===== src/rtl/uart_pkg.sv =====
// Shared definitions for the UART transmit path: FSM state encoding, default byte width
// and a constant-foldable clog2 used to size index ports.
package uart_pkg;

  localparam int DEFAULT_DATA_W = 8;

  typedef enum logic [1:0] {
    IDLE      = 2'd0,
    ISSUE     = 2'd1,
    WAIT_DONE = 2'd2
  } tx_state_e;

  function automatic int clog2(input int value);
    int r;
    r = 0;
    while ((1 << r) < value) r++;
    return r;
  endfunction

endpackage


===== src/rtl/rr_arbiter.sv =====
// Combinational round-robin picker: grants the first requester after ptr, wrapping at N.
// Kept generic so other shared peripherals can reuse it.
module rr_arbiter #(
  parameter int N     = 4,
  parameter int IDX_W = uart_pkg::clog2(N)
) (
  input  logic [N-1:0]     req,
  input  logic [IDX_W-1:0] ptr,
  output logic [N-1:0]     gnt,
  output logic [IDX_W-1:0] gnt_idx
);

  logic             found;
  logic [IDX_W-1:0] cand;

  always_comb begin
    gnt     = '0;
    gnt_idx = '0;
    found   = 1'b0;
    cand    = '0;
    for (int k = 1; k <= N; k++) begin
      cand = IDX_W'((int'(ptr) + k) % N);
      if (!found && req[cand]) begin
        gnt[cand] = 1'b1;
        gnt_idx   = cand;
        found     = 1'b1;
      end
    end
  end

endmodule


===== src/rtl/uart_tx_arbiter.sv =====
// Round-robin arbiter sharing one 8N1 transmitter between N_REQ byte producers, sequencing
// the UART send_enable/busy handshake with busy synchronised into the clk domain.
module uart_tx_arbiter #(
  parameter int N_REQ       = 4,
  parameter int DATA_W      = uart_pkg::DEFAULT_DATA_W,
  parameter int SYNC_STAGES = 2,
  parameter int ACK_TIMEOUT = 4096,
  parameter int GNT_W       = uart_pkg::clog2(N_REQ)
) (
  input  logic                    clk,
  input  logic                    rst_n,
  input  logic [N_REQ-1:0]        req_valid,
  input  logic [N_REQ*DATA_W-1:0] req_data,
  output logic [N_REQ-1:0]        req_ready,
  output logic                    tx_send_enable,
  output logic [DATA_W-1:0]       tx_send_data,
  input  logic                    tx_busy,
  output logic [GNT_W-1:0]        grant_id,
  output logic                    err_timeout
);

  import uart_pkg::*;

  localparam int CNT_W = clog2(ACK_TIMEOUT + 1);

  tx_state_e               state;
  logic [GNT_W-1:0]        rr_ptr;
  logic [CNT_W-1:0]        timeout_cnt;
  logic [SYNC_STAGES-1:0]  busy_sync;
  logic [SYNC_STAGES-1:0]  sync_fill;
  logic                    busy_s;
  logic                    sync_valid;
  logic [N_REQ-1:0]        arb_gnt;
  logic [GNT_W-1:0]        arb_idx;
  logic                    grant_ok;
  logic                    transfer;
  logic [DATA_W-1:0]       req_bytes [N_REQ];

  // sync_fill marks when busy_s reflects the real tx_busy; the cleared synchroniser would
  // otherwise report "idle" for a few cycles after reset while a frame is still on the wire.
  always_ff @(posedge clk or negedge rst_n) begin
    if (!rst_n) begin
      busy_sync <= '0;
      sync_fill <= '0;
    end else begin
      busy_sync <= {busy_sync[SYNC_STAGES-2:0], tx_busy};
      sync_fill <= {sync_fill[SYNC_STAGES-2:0], 1'b1};
    end
  end

  assign busy_s     = busy_sync[SYNC_STAGES-1];
  assign sync_valid = sync_fill[SYNC_STAGES-1];

  rr_arbiter #(.N(N_REQ), .IDX_W(GNT_W)) u_arb (
    .req     (req_valid),
    .ptr     (rr_ptr),
    .gnt     (arb_gnt),
    .gnt_idx (arb_idx)
  );

  always_comb begin
    for (int i = 0; i < N_REQ; i++) begin
      req_bytes[i] = req_data[i*DATA_W +: DATA_W];
    end
  end

  // Gated by rst_n so req_ready is also 0 while reset is held.
  assign grant_ok  = rst_n && (state == IDLE) && !busy_s && sync_valid;
  assign req_ready = grant_ok ? arb_gnt : '0;
  assign transfer  = |(req_valid & req_ready);

  always_ff @(posedge clk or negedge rst_n) begin
    if (!rst_n) begin
      state          <= IDLE;
      rr_ptr         <= GNT_W'(N_REQ - 1);
      grant_id       <= '0;
      tx_send_enable <= 1'b0;
      tx_send_data   <= '0;
      err_timeout    <= 1'b0;
      timeout_cnt    <= '0;
    end else begin
      err_timeout <= 1'b0;
      case (state)
        IDLE: begin
          if (transfer) begin
            tx_send_data   <= req_bytes[arb_idx];
            rr_ptr         <= arb_idx;
            grant_id       <= arb_idx;
            tx_send_enable <= 1'b1;
            timeout_cnt    <= '0;
            state          <= ISSUE;
          end
        end
        ISSUE: begin
          if (busy_s) begin
            tx_send_enable <= 1'b0;
            state          <= WAIT_DONE;
          end else if (timeout_cnt == CNT_W'(ACK_TIMEOUT - 1)) begin
            // Byte is dropped; rr_ptr already moved so the grant still counts.
            tx_send_enable <= 1'b0;
            err_timeout    <= 1'b1;
            state          <= IDLE;
          end else begin
            timeout_cnt <= timeout_cnt + 1'b1;
          end
        end
        WAIT_DONE: begin
          if (!busy_s) state <= IDLE;
        end
        default: begin
          tx_send_enable <= 1'b0;
          state          <= IDLE;
        end
      endcase
    end
  end

endmodule

===== config.mk =====
export PLATFORM = sky130hd
export DESIGN_NAME = uart_tx_arbiter
export DESIGN_NICKNAME = d
export VERILOG_FILES = /design/src/rtl/uart_pkg.sv /design/src/rtl/rr_arbiter.sv /design/src/rtl/uart_tx_arbiter.sv
export SDC_FILE = /design/constraint.sdc
export NUM_CORES = 1
export LEC_CHECK = 0
export CAP_MARGIN = 30
export CORE_ASPECT_RATIO = 0.5
export CORE_UTILIZATION = 46
export CTS_BUF_LIST = sky130_fd_sc_hd__clkbuf_4
export DETAILED_ROUTE_END_ITERATION = 7
export PLACE_DENSITY = 0.85
export SKIP_LAST_GASP = 1
export SYNTH_ARGS = -nofsm -noshare
export SYNTH_HDL_FRONTEND = slang
export SYNTH_SLANG_ARGS = --single-unit

===== constraint.sdc =====
create_clock -name clk -period 3.17 [get_ports clk]
set_input_delay 0.4755 -clock clk [delete_from_list [all_inputs] [get_ports clk]]
set_output_delay 0.4755 -clock clk [all_outputs]
set_load 0.02 [all_outputs]

# Word level (Yosys, flattened, before mapping)
# Index checks and enable logic that the tools add are counted.
[word_totals]
reg_bits = 33
input_bits = 39
word_cells = 105
[classes]
n_addsub = 5
order_cmp = 9
n_eq_ne = 8
n_mux = 47
bitwise = 6
reduce_logical = 21
[op_table]
columns = ["op", "n"]
rows = [
  ["13-bit 2-to-1 mux", 3],
  ["13-bit case mux with 2 select lines", 1],
  ["4-bit 2-to-1 mux", 5],
  ["1-bit 2-to-1 mux", 17],
  ["8-bit binary-select mux with 2-bit select", 1],
  ["2-bit 2-to-1 mux", 8],
  ["8-bit 2-to-1 mux", 2],
  ["13-bit by 1-bit adder with 13-bit output, second input constant", 1],
  ["13-bit by 12-bit equality test with 1-bit output, second input constant", 1],
  ["2-bit by 3-bit < comparator with 1-bit output, second input constant", 4],
  ["4-bit OR", 3],
  ["1-bit logical AND", 10],
  ["1-bit binary-select mux with 2-bit select", 4],
  ["1-bit demux with 2-bit select", 4],
  ["2-bit by 1-bit >= comparator with 1-bit output, second input constant", 4],
  ["2-bit != test, second input constant", 4],
  ["2-bit case mux with 3 select lines", 1],
  ["3-bit AND reduction", 2],
  ["2-bit by 1-bit adder with 2-bit output, second input constant", 2],
  ["2-bit adder, second input constant", 2],
  ["4-bit bitwise AND", 1],
  ["1-bit zero test", 4],
  ["4-bit AND reduction", 1],
  ["4-bit OR reduction", 1],
  ["10 further kinds", 10],
]

# Longest topological paths before layout
# Gate-level depths: netlist of run 1.
[logic_depth]
depth_word = 18
ltp_mapped = 13
depth_no_buf = 9

# Hierarchy
# A second synthesis of run 1 with hierarchy kept.
[unflattened]
cells_unflattened = 223
hier_area_um2 = 2327.2
[by_module_without_submodules]
columns = ["mod", "n_inst", "cells_per_inst", "area_per_inst_um2", "seq_area_each_um2"]
rows = [
  ["uart_tx_arbiter", 1, 155, 1781.7, 828.3],
  ["rr_arbiter", 1, 68, 545.5, 0.0],
]

# Least setup slack after synthesis of run 1
# No wires, ideal clock.
[synth_timing]
path_kind = "reg-to-reg"
startpoint = "reg rr_ptr[0]"
endpoint = "reg timeout_cnt[3]"
setup_ns = 0.071
t_arrival_ns = 3.426
t_required_ns = 3.099
setup_slack_ns = -0.328
stages_incl_launch_ff = 13
path_buffers = 5
synth_period_minus_slack_ns = 3.498
path_cell_list = "dfstp_2 -> buf_2 -> inv_1 -> ha_1 -> mux4_2 -> buf_2 -> a221o_1 -> a31o_1 -> or4_1 -> buf_4 -> buf_6 -> buf_6 -> nor2_1"
[synth_between]
elab_chain_cells = 18
[synth_rtl]
columns = ["item", "line", "rtl"]
rows = [
  ["start, declared", "uart_tx_arbiter.sv:27", "logic [GNT_W-1:0] rr_ptr;"],
  ["start signal, assigned", "uart_tx_arbiter.sv:75", "rr_ptr <= GNT_W'(N_REQ - 1);"],
  ["start signal, assigned", "uart_tx_arbiter.sv:87", "rr_ptr <= arb_idx;"],
  ["parallel branches: the longest is 12 deep, another holds 2-bit by 3-bit < comparator with 1-bit output", "n/a", ""],
  ["4-bit 2-to-1 mux (*)", "rr_arbiter.sv:23", "if (!found && req[cand]) begin"],
  ["4-bit 2-to-1 mux (*)", "uart_tx_arbiter.sv:69", "assign req_ready = grant_ok ? arb_gnt : '0;"],
  ["4-bit bitwise AND (*)", "uart_tx_arbiter.sv:70", "assign transfer = |(req_valid & req_ready);"],
  ["4-bit OR reduction (*)", "uart_tx_arbiter.sv:70", ""],
  ["2-bit != test (no source line) (*)", "n/a", ""],
  ["4-bit AND reduction (no source line) (*)", "n/a", ""],
  ["end signal, assigned", "uart_tx_arbiter.sv:104", "timeout_cnt <= timeout_cnt + 1'b1;"],
  ["end, declared", "uart_tx_arbiter.sv:28", "logic [CNT_W-1:0] timeout_cnt;"],
]
# Mark *: on every way between the ends. The select of a mux whose other input is x is not followed.
# A chain may end at the register's enable or synchronous reset.

# Worst setup path after layout of run 1
[layout_timing]
startpoint = "reg rr_ptr[0]"
endpoint = "reg tx_send_data[7]"
[layout_between]
elab_chain_cells = 17
[layout_rtl]
columns = ["item", "line", "rtl"]
rows = [
  ["parallel branches: the longest is 17 deep, another holds 2-bit by 3-bit < comparator with 1-bit output", "n/a", ""],
  ["end signal, assigned", "uart_tx_arbiter.sv:86", "tx_send_data <= req_bytes[arb_idx];"],
  ["end, declared", "uart_tx_arbiter.sv:16", "output logic [DATA_W-1:0] tx_send_data,"],
]
# Several ways; the timed one is not identified. The select of a mux whose other input is x is not followed.

==> qor.yml, run 1 <==
power_and_ir_drop:
  power.density_nw_per_um2: 912
  p_leak_nw: 1.44
  ir_worst_vdd_mv: 0.403
grt:
  grt_max_degree: 26
  grt_pass1_vias: 2049
  grt_remaining_overflow: 0
  grt_pass1_wl_mm: 9.43
  grt_util_all_layers_pct: 24.7
  antenna_found_initial: 0
cts:
  cts_tree: "yes"
  cts_max_path_buffers: 2
  cts-buffers-inserted: 5
  h-tree-depth: 2
  holdBufCountCts: 0
  clockRootBuffer: "clkbuf_4"
  clk_pin_slew_ns: 0.11
  cts.sinks: 33
  clkLatencyLatePin_ns: 0.34
floorplanning:
  fp.dieW_um: 99.5
  coreArea_um2: 4490
  io_pins: 55
  start_util_pct: 48.7
  die_area_um2: 5050
  die_y_um: 50.8
  num_rows: 17
run:
  maxCapViolations: 0
routing:
  routed_wl_mm: 5.78
  m1WireLength_mm: 2.33
  avgViaCountPerCell: 5.41
  dr.pass1.iters: 4
  wl_per_cell_um: 15.8
  num_vias: 1974
  drc_errors: 0
  highest_layer: "met4"
  wl_met3_um: 147
  antenna_left: 0
  wl_met2_mm: 3.21
  drt_iter0_drc: 62
critical_path:
  reg2reg_to: "tx_send_data[7]"
  critPathMaxFanout: 18
  r2r_setup_slack_ns: -0.06
  criticalPathCategory: "reg -> reg"
  path_delay_family: "multiplexers"
  path_buf_inv: 4
  worstSetupStartpointType: "flop"
  reg2reg_depth: 11
  endpoint_kind: "flop"
  path_cells: "inv_4, ha_4, mux4_2, or3_4, buf_4, buf_4, nor4b_2, a31o_1, or4_4, buf_12, mux2_2"
  critPathMostFrequentCell: "buf_4"
  arrival_ns: 3.46
  cp.required_ns: 3.40
  cp_slowest_stage_delay_ns: 0.59
  critical_path.slowest_cell: "dfstp_2"
  r2r_start: "rr_ptr[0]"
final_layout:
  fillers: 314
  antenna_cells: 0
  final_nets: 346
  layout_commonest_cell: "clkdlybuf4s50_1"
  area.growth.synth_to_final_pct: 46.3
  most-common-layout-cells: "clkdlybuf4s50_1 (50), buf_4 (35), mux2i_1 (31), dfrtp_1 (31), nor2_1 (21)"
  layout.area.seq_um2: 828
  multi_input_comb_area_um2: 1350
  layout-drive-gt1-share_pct: 26.1
min_path:
  hold_end: "busy_sync[1]"
  min_path_cells: 0
  hold_start: "busy_sync[0]"
  hold_path_class: "reg -> reg"
synthesis:
  ys_seq_area_share_pct: 37.9
  post_synth_num_cell_types: 39
  ys.flop_type: "dfrtp_1"
  syn_nets: 260
  synth_edf_count: 0
  ys_ff_latch: 33
  synth_area_um2: 2190
  synthArstFlopShare_pct: 100
  avgSynthCellArea_um2: 10.3
  yosysWarnings: 0
  netlist_instances: 212
place:
  gp_congestion: 0.807
  hpwl_mm: 4.32
  dp_slack_ns: -0.556
  place.port_buffers: 54
sta:
  finalHoldViolCount: 0
  clock.fmax_ghz: 0.310
  worstMarginPinSlew_ns: 0.626
  fin_skew_ns: 0.00768
  setup_viol: 12
  fin_crit_sh_pct: 102
  relSlewSlack_pct: 58.3
  finalSetupTns_ns: -0.442
  fin_ws_ns: -0.0553
  grt_setup_unrepaired: "true"
  period_minus_slack_ns: 3.23
  slew_viol_final: 0
status:
  violations: "setup timing"
  status: "complete, but fails checks"
## metal layers
metal  up-vias  global-route usage (%)
li1        937                       -
met1       997                    26.6
met2        30                    47.8
met3        10                    5.57
met4         0                    9.80
met5         -                       0
## registers in the layout (all words and copies together) (netlist names)
register / count
tx_send_data: 8
err_timeout: 1
rr_ptr: 2
grant_id: 2
sync_fill: 2
state: 2
busy_sync: 2
tx_send_enable: 1
timeout_cnt: 13
## synthesized netlist by cell type, drive strengths merged, types with 3 or more instances
cell	instances	area, um^2
nand2b	10	62.6
a21oi	8	40.0
xor2	3	26.3
xnor2	6	52.6
and2	4	25.0
nand3	9	45.0
buf	10	82.6
mux4	4	90.1
nor3	5	25.0
dfrtp	31	776
o21ai	3	15.0
and3	4	25.0
or3	3	18.8
mux2i	31	310
nand2	12	45.0
inv	4	15.0
nor2	21	78.8
mux2	8	90.1
ha	9	113
## power breakdown
group | total [W] | switching, W | internal (W)
clock | 0.000321 | 0.000154 | 0.000167
combinational | 0.00197 | 0.000936 | 0.00103
sequential | 0.000626 | 0.0000824 | 0.000544
## layout make-up
cell class,instances,share of cell area (%)
timing repair buffer,90,26.2
sequential,33,25.9
multi-input combinational,164,42.2
clock inverter,3,1.45
clock buffer,5,1.17
tap,66,2.58
inverter,4,0.548
## cells by family after synthesis
logic type / Yosys count / share of synthesized area, %
mux: 43 / 22.4
compound gates: 26 / 8.41
other cells: 1 / 0.171
xor+xnor: 9 / 3.60
flops: 33 / 37.9
simple gates: 76 / 17.7
buf+inv: 15 / 4.63
fa+ha+maj: 9 / 5.15
## worst max path at each step
| stage | cells after the start | slack, ns | endpoint | from |
|---|---|---|---|---|
| detailed placement | 8 | -0.56 | tx_send_data[3] | req_valid[0] |
| CTS | 9 | -0.06 | req_ready[1] | rr_ptr[0] |
| global placement | 8 | -0.44 | tx_send_data[0] | req_valid[0] |
| floorplan | 12 | -0.07 | timeout_cnt[3] | rr_ptr[0] |
| finish | 11 | -0.06 | tx_send_data[7] | rr_ptr[0] |
| global route | 9 | -0.12 | req_ready[3] | rr_ptr[0] |
## stage by stage
stage                     area, um^2  cells  hold WS [ns]  power (W)  util [%]
final                           3200    365         0.378    0.00292      71.3
after global routing            3200    365         0.396    0.00308      71.3
after CTS                       3140    362         0.367    0.00284      70.0
after detailed placement        2970    348         0.340    0.00238      66.1
after global placement          2970    348         0.335    0.00231      66.1
after floorplan                 2220    212         0.180    0.00181         -
## what timing repair did
action	CTS	global route
pin swaps	2	2
buffers inserted	7	2
gates resized for setup	29	10
setup endpoints to repair	27	24
Note: power is estimated with default switching activity, not from simulation.
==> run 2, diff against run 1 <==
==> constraint.sdc (replaced) <==
create_clock -name clk -period 3.17 [get_ports clk]
set_input_delay 0.634 -clock clk [delete_from_list [all_inputs] [get_ports clk]]
set_output_delay 0.634 -clock clk [all_outputs]
set_load 0.02 [all_outputs]
==> run 2 against run 1 <==
Effect of this change: the flow still finishes with violations (setup timing); design area fell by 0.90%; total power grew 1.0%; sequential cell count did not move; clock skew is 0.0076 ns higher; combinational power down 2%; global-route usage is 2.0 points lower; maximum frequency is 2.6% lower; critical path depth down 2; setup slack worse by 0.087 ns; cell count is 0.82% lower; critical path type is now reg -> out; highest routed layer unchanged.
==> qor.yml, run 2 (synthesis results as in run 1) <==
critical_path:
  path_delay_family: "simple AND/OR/NAND/NOR gates"
  endpoint_kind: "output pin"
  cp_slowest_stage_delay_ns: 0.57  # -0.02 ns
  criticalPathCategory: "reg -> out"
  critical_path.slowest_cell: "dfstp_2"
  path_cells: "inv_4, ha_4, mux4_2, or3_4, nor2b_1, buf_4, a22oi_1, nor2_2, buf_6"
  arrival_ns: 2.68  # -0.78 ns
  path_buf_inv: 3  # -1
  r2r_setup_slack_ns: -0.05  # about the same
  cp.depth: 9  # -2
  critPathMaxFanout: 5  # -13
  reg2reg_depth: 10  # -1
  worstSetupStartpointType: "flop"
  cp.required_ns: 2.54  # -0.86 ns
grt:
  grt_busiest_layer: "met2"
  grt_max_degree: 34  # +31%
  grtUsageMet1_pct: 27.9  # +1.3 points
  grt_pass1_wl_mm: 8.98  # -4.8%
  grt_util_all_layers_pct: 22.8  # -2.0 points
  grt_pass1_vias: 1921  # -6.2%
  met2_usage_pct: 41.1  # -6.7 points
  grt_use_met3_pct: 3.06  # -2.5 points
  grt_remaining_overflow: 0  # unchanged
  antenna_found_initial: 0  # unchanged
floorplanning:
  io_pins: 55  # unchanged
  num_rows: 17  # unchanged
  start_util_pct: 48.7  # unchanged
  die_area_um2: 5050  # unchanged
  fp.dieW_um: 99.5  # unchanged
  die_y_um: 50.8  # unchanged
  coreArea_um2: 4490  # unchanged
routing:
  dr.pass1.iters: 4  # unchanged
  avgViaCountPerCell: 5.42  # +0.16%
  routed_wl_mm: 5.54  # -4.2%
  drc_errors: 0  # unchanged
  num_vias: 1961  # -0.66%
  antenna_left: 0  # unchanged
  wl_per_cell_um: 15.3  # -3.4%
  drt_iter0_drc: 82  # +32%
sta:
  fin_skew_ns: 0.0153  # +0.00761 ns
  fin_crit_sh_pct: 104  # +2.8 points
  clock.fmax_ghz: 0.302  # -2.6%
  grt_setup_unrepaired: "true"
  slew_viol_final: 0  # unchanged
  finalHoldViolCount: 0  # unchanged
  setup_viol: 13  # +1
  fin_ws_ns: -0.143  # -0.0872 ns
  finalSetupTns_ns: -0.656  # -0.214 ns
  period_minus_slack_ns: 3.31  # +0.0872 ns
cts:
  h-tree-depth: 2  # unchanged
  cts.sinks: 33  # unchanged
  clkLatencyLatePin_ns: 0.34  # about the same
  cts-buffers-inserted: 5  # unchanged
  cts_tree: "yes"
  cts_max_path_buffers: 2  # unchanged
  clk_pin_slew_ns: 0.11  # about the same
  clockRootBuffer: "clkbuf_4"
  holdBufCountCts: 0  # unchanged
power_and_ir_drop:
  power.density_nw_per_um2: 929  # +1.9%
  ir_worst_vdd_mv: 0.527  # +31%
  p_leak_nw: 1.43  # -0.94%
place:
  hpwl_mm: 4.17  # -3.6%
  place.port_buffers: 54  # unchanged
  placed_cell_area_um2: 3000  # +0.93%
  gp_congestion: 0.896  # +11%
final_layout:
  final_util_pct: 70.6  # -0.64 points
  area.growth.synth_to_final_pct: 45.0
  top_regs: "timeout_cnt: 13 flops, tx_send_data: 8 flops"
  final_nets: 343  # -0.87%
  layout_commonest_cell: "clkdlybuf4s50_1"
  top_register: "timeout_cnt"
  fillers: 329  # +4.8%
  most-common-layout-cells: "clkdlybuf4s50_1 (48), buf_4 (32), mux2i_1 (31), dfrtp_1 (31), nor2_1 (19)"
  layout-drive-gt1-share_pct: 24.7  # -1.4 points
  antenna_cells: 0  # unchanged
  layout.cell_area.non_filler_um2: 3170  # -0.90%
  largest_reg_flops: 13  # unchanged
status:
  violations: "setup timing"
  status: "complete, but fails checks"
min_path:
  hold_path_class: "reg -> reg"
  min_path_cells: 0  # unchanged
run:
  maxCapViolations: 0  # unchanged
run 2: stage by stage:
step,power (W),setup WS (ns),hold WS (ns),cells
global placement,0.00234,-0.621,0.334,350
CTS,0.00288,-0.131,0.362,360
detailed placement,0.00242,-0.722,0.336,350
finish,0.00295,-0.143,0.361,362
global route,0.00312,-0.262,0.378,362
floorplan,0.00183,-0.0748,0.331,212
run 2: power by group:
group	internal, W	leakage, nW	total [W]	switching [W]
combinational	0.00102	0.955	0.00193	0.000916
sequential	0.000544	0.418	0.000623	0.0000788
clock	0.000244	0.0552	0.000390	0.000146
total	0.00180	1.43	0.00295	0.00114
run 2: worst paths after layout:
path,to,startpoint
worst max-delay path,req_ready[2],rr_ptr[0]
worst min register to register,sync_fill[1],sync_fill[0]
worst min-delay path,sync_fill[1],sync_fill[0]
max in group asynchronous,rr_ptr[0],rst_n
worst max register to register,timeout_cnt[0],rr_ptr[0]
min in group asynchronous,state[1],rst_n
run 2: layout make-up:
cell class	instances	area, um^2	share of cell area [%]
multi-input combinational	164	1330	41.8
inverter	4	17.5	0.552
clock buffer	5	37.5	1.18
sequential	33	828	26.1
timing repair buffer	87	815	25.7
tap	66	82.6	2.60
clock inverter	3	65.1	2.05
run 2: repair_timing:
| item | CTS | global route |
|---|---|---|
| resized for setup | 28 | 4 |
| endpoints found under the setup margin | 16 | 23 |
| buffers inserted | 2 | 1 |
| pin swaps | 2 | 3 |
| hold endpoints to repair | 0 | 0 |
run 2: metal layers:
layer,part of all wire [%],wire [um],up-vias
li1,-,-,935
met2,53,2920,55
met4,2.0,111,0
met1,42,2330,958
met5,0,0,-
met3,3.3,183,13
